[config.mk]
export PLATFORM = sky130hd
export DESIGN_NAME = sap_core_param
export DESIGN_NICKNAME = d
export VERILOG_FILES = /design/src/rtl/sap_pkg.sv /design/src/rtl/sap_alu_param.sv /design/src/rtl/sap_core_param.sv
export SDC_FILE = /design/constraint.sdc
export NUM_CORES = 1
export LEC_CHECK = 0
export CAP_MARGIN = 40
export CELL_PAD_IN_SITES_DETAIL_PLACEMENT = 0
export CELL_PAD_IN_SITES_GLOBAL_PLACEMENT = 2
export CORE_ASPECT_RATIO = 0.6
export CORE_UTILIZATION = 28
export CTS_BUF_LIST = sky130_fd_sc_hd__clkbuf_8
export DETAILED_ROUTE_END_ITERATION = 6
export PLACE_DENSITY_LB_ADDON = 0.25
export SETUP_SLACK_MARGIN = 0.2
export SLEW_MARGIN = 20
export SYNTH_ARGS = -nofsm -noshare
export SYNTH_HDL_FRONTEND = slang
export SYNTH_SLANG_ARGS = --single-unit
[constraint.sdc]
create_clock -name clk -period 6.5 [get_ports clk]
set_clock_uncertainty 0.15 [all_clocks]
set_input_delay 1.3 -clock clk [delete_from_list [all_inputs] [get_ports clk]]
set_output_delay 1.3 -clock clk [all_outputs]
set_load 0.03 [all_outputs]
[src/rtl/sap_pkg.sv]
// Shared opcode encodings and sequencer state type for the SAP core.
// Pure declarations: no latency and no flow control.
// Backpressure: none; imported by the core and the bench.
package sap_pkg;

    localparam logic [3:0] OP_NOP = 4'h0;
    localparam logic [3:0] OP_LDA = 4'h1;
    localparam logic [3:0] OP_ADD = 4'h2;
    localparam logic [3:0] OP_SUB = 4'h3;
    localparam logic [3:0] OP_STA = 4'h4;
    localparam logic [3:0] OP_LDI = 4'h5;
    localparam logic [3:0] OP_JMP = 4'h6;
    localparam logic [3:0] OP_JC  = 4'h7;
    localparam logic [3:0] OP_JZ  = 4'h8;
    localparam logic [3:0] OP_OUT = 4'hE;
    localparam logic [3:0] OP_HLT = 4'hF;

    typedef enum logic [2:0] {
        S_IDLE,
        S_FETCH_ADDR,
        S_FETCH_INSTR,
        S_EXEC1,
        S_EXEC2,
        S_OUT_WAIT,
        S_HALT
    } state_e;

endpackage

[src/rtl/sap_alu_param.sv]
// Add/subtract unit with carry (no-borrow on subtract) and zero flags.
// Latency: purely combinational.
// Backpressure: none.
module sap_alu_param #(
    parameter int DATA_W = 8
) (
    input  logic [DATA_W-1:0] a_in,
    input  logic [DATA_W-1:0] b_in,
    input  logic              sub,
    output logic [DATA_W-1:0] result,
    output logic              carry,
    output logic              zero
);

    logic [DATA_W-1:0] b_eff;
    logic [DATA_W:0]   sum;

    // Subtract as A + ~B + 1 so carry out reads as "no borrow".
    always_comb begin
        b_eff = sub ? ~b_in : b_in;
        sum   = {1'b0, a_in} + {1'b0, b_eff} + {{DATA_W{1'b0}}, sub};
    end

    assign result = sum[DATA_W-1:0];
    assign carry  = sum[DATA_W];
    assign zero   = (sum[DATA_W-1:0] == '0);

endmodule

[src/rtl/sap_core_param.sv]
// Multi-cycle SAP core: PC/MAR/IR/A/B, flags, on-chip RAM and host load port.
// Latency: 3 cycles per instruction, 4 for memory operands, OUT adds a handshake.
// Backpressure: OUT holds out_valid/out_data and freezes the core until out_ready.
module sap_core_param
    import sap_pkg::*;
#(
    parameter int DATA_W = 8,
    parameter int ADDR_W = 4
) (
    input  logic              clk,
    input  logic              reset,
    input  logic              start,
    input  logic              prog_we,
    input  logic [ADDR_W-1:0] prog_addr,
    input  logic [DATA_W-1:0] prog_data,
    output logic [DATA_W-1:0] out_data,
    output logic              out_valid,
    input  logic              out_ready,
    output logic              busy,
    output logic              halted
);

    localparam int DEPTH = 1 << ADDR_W;
    localparam int IR_W  = 4 + ADDR_W;

    state_e state_q, state_d;

    logic [ADDR_W-1:0] pc_q, pc_d;
    logic [ADDR_W-1:0] mar_q, mar_d;
    logic [IR_W-1:0]   ir_q, ir_d;
    logic [DATA_W-1:0] a_q, a_d;
    logic [DATA_W-1:0] b_q, b_d;
    logic              c_q, c_d;
    logic              z_q, z_d;
    logic [DATA_W-1:0] out_data_q, out_data_d;
    logic              out_valid_q, out_valid_d;

    logic [DATA_W-1:0] mem [DEPTH];
    logic [DATA_W-1:0] ram_rd;
    logic              ram_we;
    logic [ADDR_W-1:0] ram_waddr;
    logic [DATA_W-1:0] ram_wdata;

    logic [3:0]        opcode;
    logic [ADDR_W-1:0] operand;
    logic [DATA_W-1:0] operand_ext;
    logic [DATA_W-1:0] alu_result;
    logic              alu_carry;
    logic              alu_zero;

    // IR keeps only the opcode and operand fields; the bits between are don't-care.
    assign opcode      = ir_q[IR_W-1 -: 4];
    assign operand     = ir_q[ADDR_W-1:0];
    assign operand_ext = {{(DATA_W-ADDR_W){1'b0}}, operand};
    assign ram_rd      = mem[mar_q];

    sap_alu_param #(.DATA_W(DATA_W)) u_alu (
        .a_in   (a_q),
        .b_in   (ram_rd),
        .sub    (opcode == OP_SUB),
        .result (alu_result),
        .carry  (alu_carry),
        .zero   (alu_zero)
    );

    always_ff @(posedge clk) begin
        if (ram_we) begin
            mem[ram_waddr] <= ram_wdata;
        end
    end

    always_ff @(posedge clk) begin
        if (reset) begin
            state_q     <= S_IDLE;
            pc_q        <= '0;
            mar_q       <= '0;
            ir_q        <= '0;
            a_q         <= '0;
            b_q         <= '0;
            c_q         <= 1'b0;
            z_q         <= 1'b0;
            out_data_q  <= '0;
            out_valid_q <= 1'b0;
        end else begin
            state_q     <= state_d;
            pc_q        <= pc_d;
            mar_q       <= mar_d;
            ir_q        <= ir_d;
            a_q         <= a_d;
            b_q         <= b_d;
            c_q         <= c_d;
            z_q         <= z_d;
            out_data_q  <= out_data_d;
            out_valid_q <= out_valid_d;
        end
    end

    always_comb begin
        state_d = state_q;
        unique case (state_q)
            S_IDLE, S_HALT: begin
                if (start) state_d = S_FETCH_ADDR;
            end
            S_FETCH_ADDR:  state_d = S_FETCH_INSTR;
            S_FETCH_INSTR: state_d = S_EXEC1;
            S_EXEC1: begin
                case (opcode)
                    OP_LDA, OP_ADD, OP_SUB, OP_STA: state_d = S_EXEC2;
                    OP_OUT:                         state_d = S_OUT_WAIT;
                    OP_HLT:                         state_d = S_HALT;
                    default:                        state_d = S_FETCH_ADDR;
                endcase
            end
            S_EXEC2: state_d = S_FETCH_ADDR;
            S_OUT_WAIT: begin
                if (out_valid_q && out_ready) state_d = S_FETCH_ADDR;
            end
            default: state_d = S_IDLE;
        endcase
    end

    always_comb begin
        pc_d        = pc_q;
        mar_d       = mar_q;
        ir_d        = ir_q;
        a_d         = a_q;
        b_d         = b_q;
        c_d         = c_q;
        z_d         = z_q;
        out_data_d  = out_data_q;
        out_valid_d = out_valid_q;
        ram_we      = 1'b0;
        ram_waddr   = mar_q;
        ram_wdata   = a_q;

        unique case (state_q)
            S_IDLE, S_HALT: begin
                // A host write coinciding with start lands before the first fetch.
                if (prog_we) begin
                    ram_we    = 1'b1;
                    ram_waddr = prog_addr;
                    ram_wdata = prog_data;
                end
                if (start) pc_d = '0;
            end
            S_FETCH_ADDR: mar_d = pc_q;
            S_FETCH_INSTR: begin
                ir_d = {ram_rd[DATA_W-1 -: 4], ram_rd[ADDR_W-1:0]};
                pc_d = pc_q + ADDR_W'(1);
            end
            S_EXEC1: begin
                case (opcode)
                    OP_LDA, OP_ADD, OP_SUB, OP_STA: mar_d = operand;
                    OP_LDI: a_d = operand_ext;
                    OP_JMP: pc_d = operand;
                    OP_JC:  if (c_q) pc_d = operand;
                    OP_JZ:  if (z_q) pc_d = operand;
                    OP_OUT: begin
                        out_data_d  = a_q;
                        out_valid_d = 1'b1;
                    end
                    default: ;
                endcase
            end
            S_EXEC2: begin
                case (opcode)
                    OP_LDA: a_d = ram_rd;
                    OP_ADD, OP_SUB: begin
                        b_d = ram_rd;
                        a_d = alu_result;
                        c_d = alu_carry;
                        z_d = alu_zero;
                    end
                    OP_STA: ram_we = 1'b1;
                    default: ;
                endcase
            end
            S_OUT_WAIT: begin
                if (out_valid_q && out_ready) out_valid_d = 1'b0;
            end
            default: ;
        endcase
    end

    assign out_data  = out_data_q;
    assign out_valid = out_valid_q;
    assign busy      = (state_q != S_IDLE) && (state_q != S_HALT);
    assign halted    = (state_q == S_HALT);

endmodule
==> impl_metrics.json <==
{
  "cts-htree-levels": 4,
  "ys.flop_type": "edfxtp_1",
  "clk_pin_slew_ns": 0.09,
  "ioPinCount": 28,
  "cp_max_fo": 20,
  "dp_worst_setup_slack_ns": 2.29,
  "grt_pass1_wl_um": 29800,
  "post-route-period-util_pct": 64.4,
  "grt.overflow.total": 0,
  "synth_async_sr_flop_share_pct": 0,
  "drc": 0,
  "dp_hpwl_um": 15100,
  "portBuffers": 27,
  "routedWlPerCell_um": 20.9,
  "setup_viol": 0,
  "numClockSinks": 170,
  "p_sw_mw": 0.575,
  "clock-root-buffer": "clkbuf_8",
  "crit_required_ns": 6.73,
  "syn_nets": 589,
  "final.min_clock_period_ns": 4.19,
  "clk_path_buf_depth": 2,
  "drv_cap": 0,
  "r2r_slack_ns": 2.31,
  "die_w_um": 215,
  "rows": 46,
  "setup_ws_ns": 2.31,
  "syn_area_mm2": 0.00761,
  "synth_most_common_cell": "edfxtp_1",
  "cts_hold_buf": 0,
  "power.density_mw_per_mm2": 247,
  "cts_tree": "built",
  "synth_seq_cells": 170,
  "r2r_cells": 13,
  "slew_violations": 0,
  "avgViaCountPerCell": 4.93,
  "synth.area.top_cells": "edfxtp_1, dfxtp_1, mux4_2, nand2_1, nor2_1",
  "grt_start_max_net_pins": 41,
  "regArea_mm2": 0.00469,
  "hold_path_class": "reg2reg",
  "pwr-share-seq_pct": 56.2,
  "ant_nets": 0,
  "critPathCapture": "z_q$_SDFFE_PP0P_",
  "fmax_ghz": 0.239,
  "peakVddDrop_mv": 0.143,
  "leakagePower_nw": 2.83,
  "internal_power_mw": 1.59,
  "drive_above_1_share_pct": 17.3,
  "die-area_mm2": 0.0279,
  "core_mm2": 0.0266,
  "cts_resized": 0,
  "hold_viol": 0,
  "gp_congestion": 0.810,
  "syn2layout_area_growth_pct": 14.8,
  "syn_area_per_cell_um2": 13.5,
  "numCtsBuffers": 17,
  "clk_latency_ns": 0.46,
  "end_kind": "flip-flop",
  "outcome": "finished, final reports clean",
  "power_frac_comb_pct": 11.2,
  "tightestPinTransition_ns": 0.814,
  "drt_iter0_drc": 392,
  "tns_ns": 0,
  "n_fill_cell": 2663,
  "gr-usage-all-layers_pct": 15.1,
  "syn_inst": 562,
  "yosysSeqAreaShare_pct": 61.5,
  "arrival_ns": 4.42,
  "max-slew-margin-rel_pct": 45.7,
  "swShare_pct": 26.6,
  "ys_types": 60,
  "ys.warnings.count": 0,
  "antenna_cells": 0,
  "synth.largest_area_cell": "edfxtp_1",
  "start_util_pct": 28.6,
  "post_cts_buffers": 0,
  "drt_wl_total_um": 20400,
  "clock_power_share_pct": 32.6,
  "antenna_found_initial": 0,
  "grt_setup_unrepaired": "no",
  "nets": 632,
  "r2r_end": "z_q$_SDFFE_PP0P_",
  "synthTopCellsByCount": "edfxtp_1, nand2_1, nor2_1",
  "critical_path.startpoint_type": "flip-flop",
  "synth_edf_count": 128,
  "dr.pass1.iters": 5,
  "multi_input_area_mm2": 0.00275,
  "vias": 4822,
  "critPathKind": "reg2reg",
  "grt_pass1_vias": 4469,
  "synth_top_area_share_pct": 50.5,
  "dieHeight_um": 130
}
## registers in the layout, summed over array words and instances (netlist names), 3 cells and up, named ones only
signal    cells
mem         128
a_q           8
ir_q          8
out_data      8
mar_q         4
pc_q          4
state_q       3
## cells by family (layout without fill, tap and decap cells)
kind of cell             count (synthesis)  after routing  synth area share [%]
XOR/XNOR                                13             13                  1.50
adder cells (fa/ha/maj)                 10             10                  1.74
AND/OR/NAND/NOR                        177            177                  10.6
multiplexers                            55             55                  13.7
buffers and inverters                   37             93                  2.56
AO/OA/AOI/OAI                          100            100                  8.40
flip-flops                             170            170                  61.5
## critical path: stages (launching register included)
cell and delay [ns]:
dfxtp_2 0.47, buf_12 0.24, mux4_2 0.57, mux4_2 0.53
xor2_1 0.17, ha_1 0.35, nor2b_1 0.15, o21ai_0 0.29
a21boi_0 0.14, o21ai_0 0.30, nor3b_1 0.29, or2_2 0.17
nand4_1 0.09, o31ai_2 0.19
## metal layers
metal  wire [um]  part of all wire, %  up-vias  track usage (%)
met5           0                    0        -                0
met4         133                 0.65        0             3.66
met3        1260                  6.2       10             3.61
met2        7970                   39      138             19.8
met1       11100                   54     2452             24.2
li1            -                    -     2222                -
## layout by cell type, fill, tap and decap left out, types with 3 or more instances in the layout
cell,count
mux2i_1,8
or3_1,4
nand3b_1,3
mux4_1,4
buf_4,15
edfxtp_1,128
dfxtp_1,41
a31oi_1,6
buf_2,3
mux2_2,10
a311oi_1,3
o21ai_1,7
nor2b_1,4
clkinv_2,4
a211oi_1,7
xor2_1,10
and2_1,3
o21ai_0,16
clkdlybuf4s50_1,27
and3b_1,3
clkbuf_8,17
nand2_1,73
xnor2_1,3
nor3_1,9
nor3b_1,7
nand2b_1,4
nor2_1,46
inv_1,13
inv_6,3
nand3_1,8
nor2_2,4
mux4_2,33
a21oi_1,36
ha_1,9
## area by class of cell
class | count | share of cell area (%)
Clock inverter | 15 | 1.42
Tap cell | 360 | 5.15
Clock buffer | 17 | 2.68
Timing Repair Buffer | 49 | 5.25
Sequential cell | 170 | 53.6
Inverter | 12 | 0.515
Multi-Input combinational cell | 355 | 31.4
## worst min-delay path by stage
stage	start	slack [ns]	cells after the start	to
finish	out_data[5]$_SDFFE_PP0P_	0.31	2	out_data[5]$_SDFFE_PP0P_
global route	out_data[0]$_SDFFE_PP0P_	0.33	2	out_data[0]$_SDFFE_PP0P_
CTS	out_data[2]$_SDFFE_PP0P_	0.31	2	out_data[2]$_SDFFE_PP0P_
detailed placement	out_data[2]$_SDFFE_PP0P_	0.30	2	out_data[2]$_SDFFE_PP0P_
global placement	out_data[0]$_SDFFE_PP0P_	0.29	2	out_data[0]$_SDFFE_PP0P_
floorplan	ir_q[2]$_SDFFE_PP0N_	0.30	2	ir_q[2]$_SDFFE_PP0N_
## stage by stage
stage | hold slack, ns | cells | power (mW) | utilization (%) | area [um2]
2_1_floorplan | 0.300 | 562 | 1.40 | - | 7610
3_3_place_gp | 0.293 | 927 | 1.48 | 30.9 | 8210
3_5_place_dp | 0.298 | 942 | 1.48 | 31.4 | 8350
4_1_cts | 0.315 | 974 | 2.18 | 32.7 | 8710
5_1_grt | 0.328 | 978 | 2.26 | 32.9 | 8740
6_report | 0.309 | 978 | 2.16 | 32.9 | 8740
## power by group through the flow
stage / registers, mW / logic [mW] / clock network (mW)
5_1_grt: 1.22 / 0.265 / 0.772
2_1_floorplan: 1.23 / 0.171 / 0
3_5_place_dp: 1.24 / 0.241 / 0
4_1_cts: 1.22 / 0.242 / 0.726
3_3_place_gp: 1.24 / 0.233 / 0
6_report: 1.22 / 0.243 / 0.705
Power figures use the tool's default switching activity.
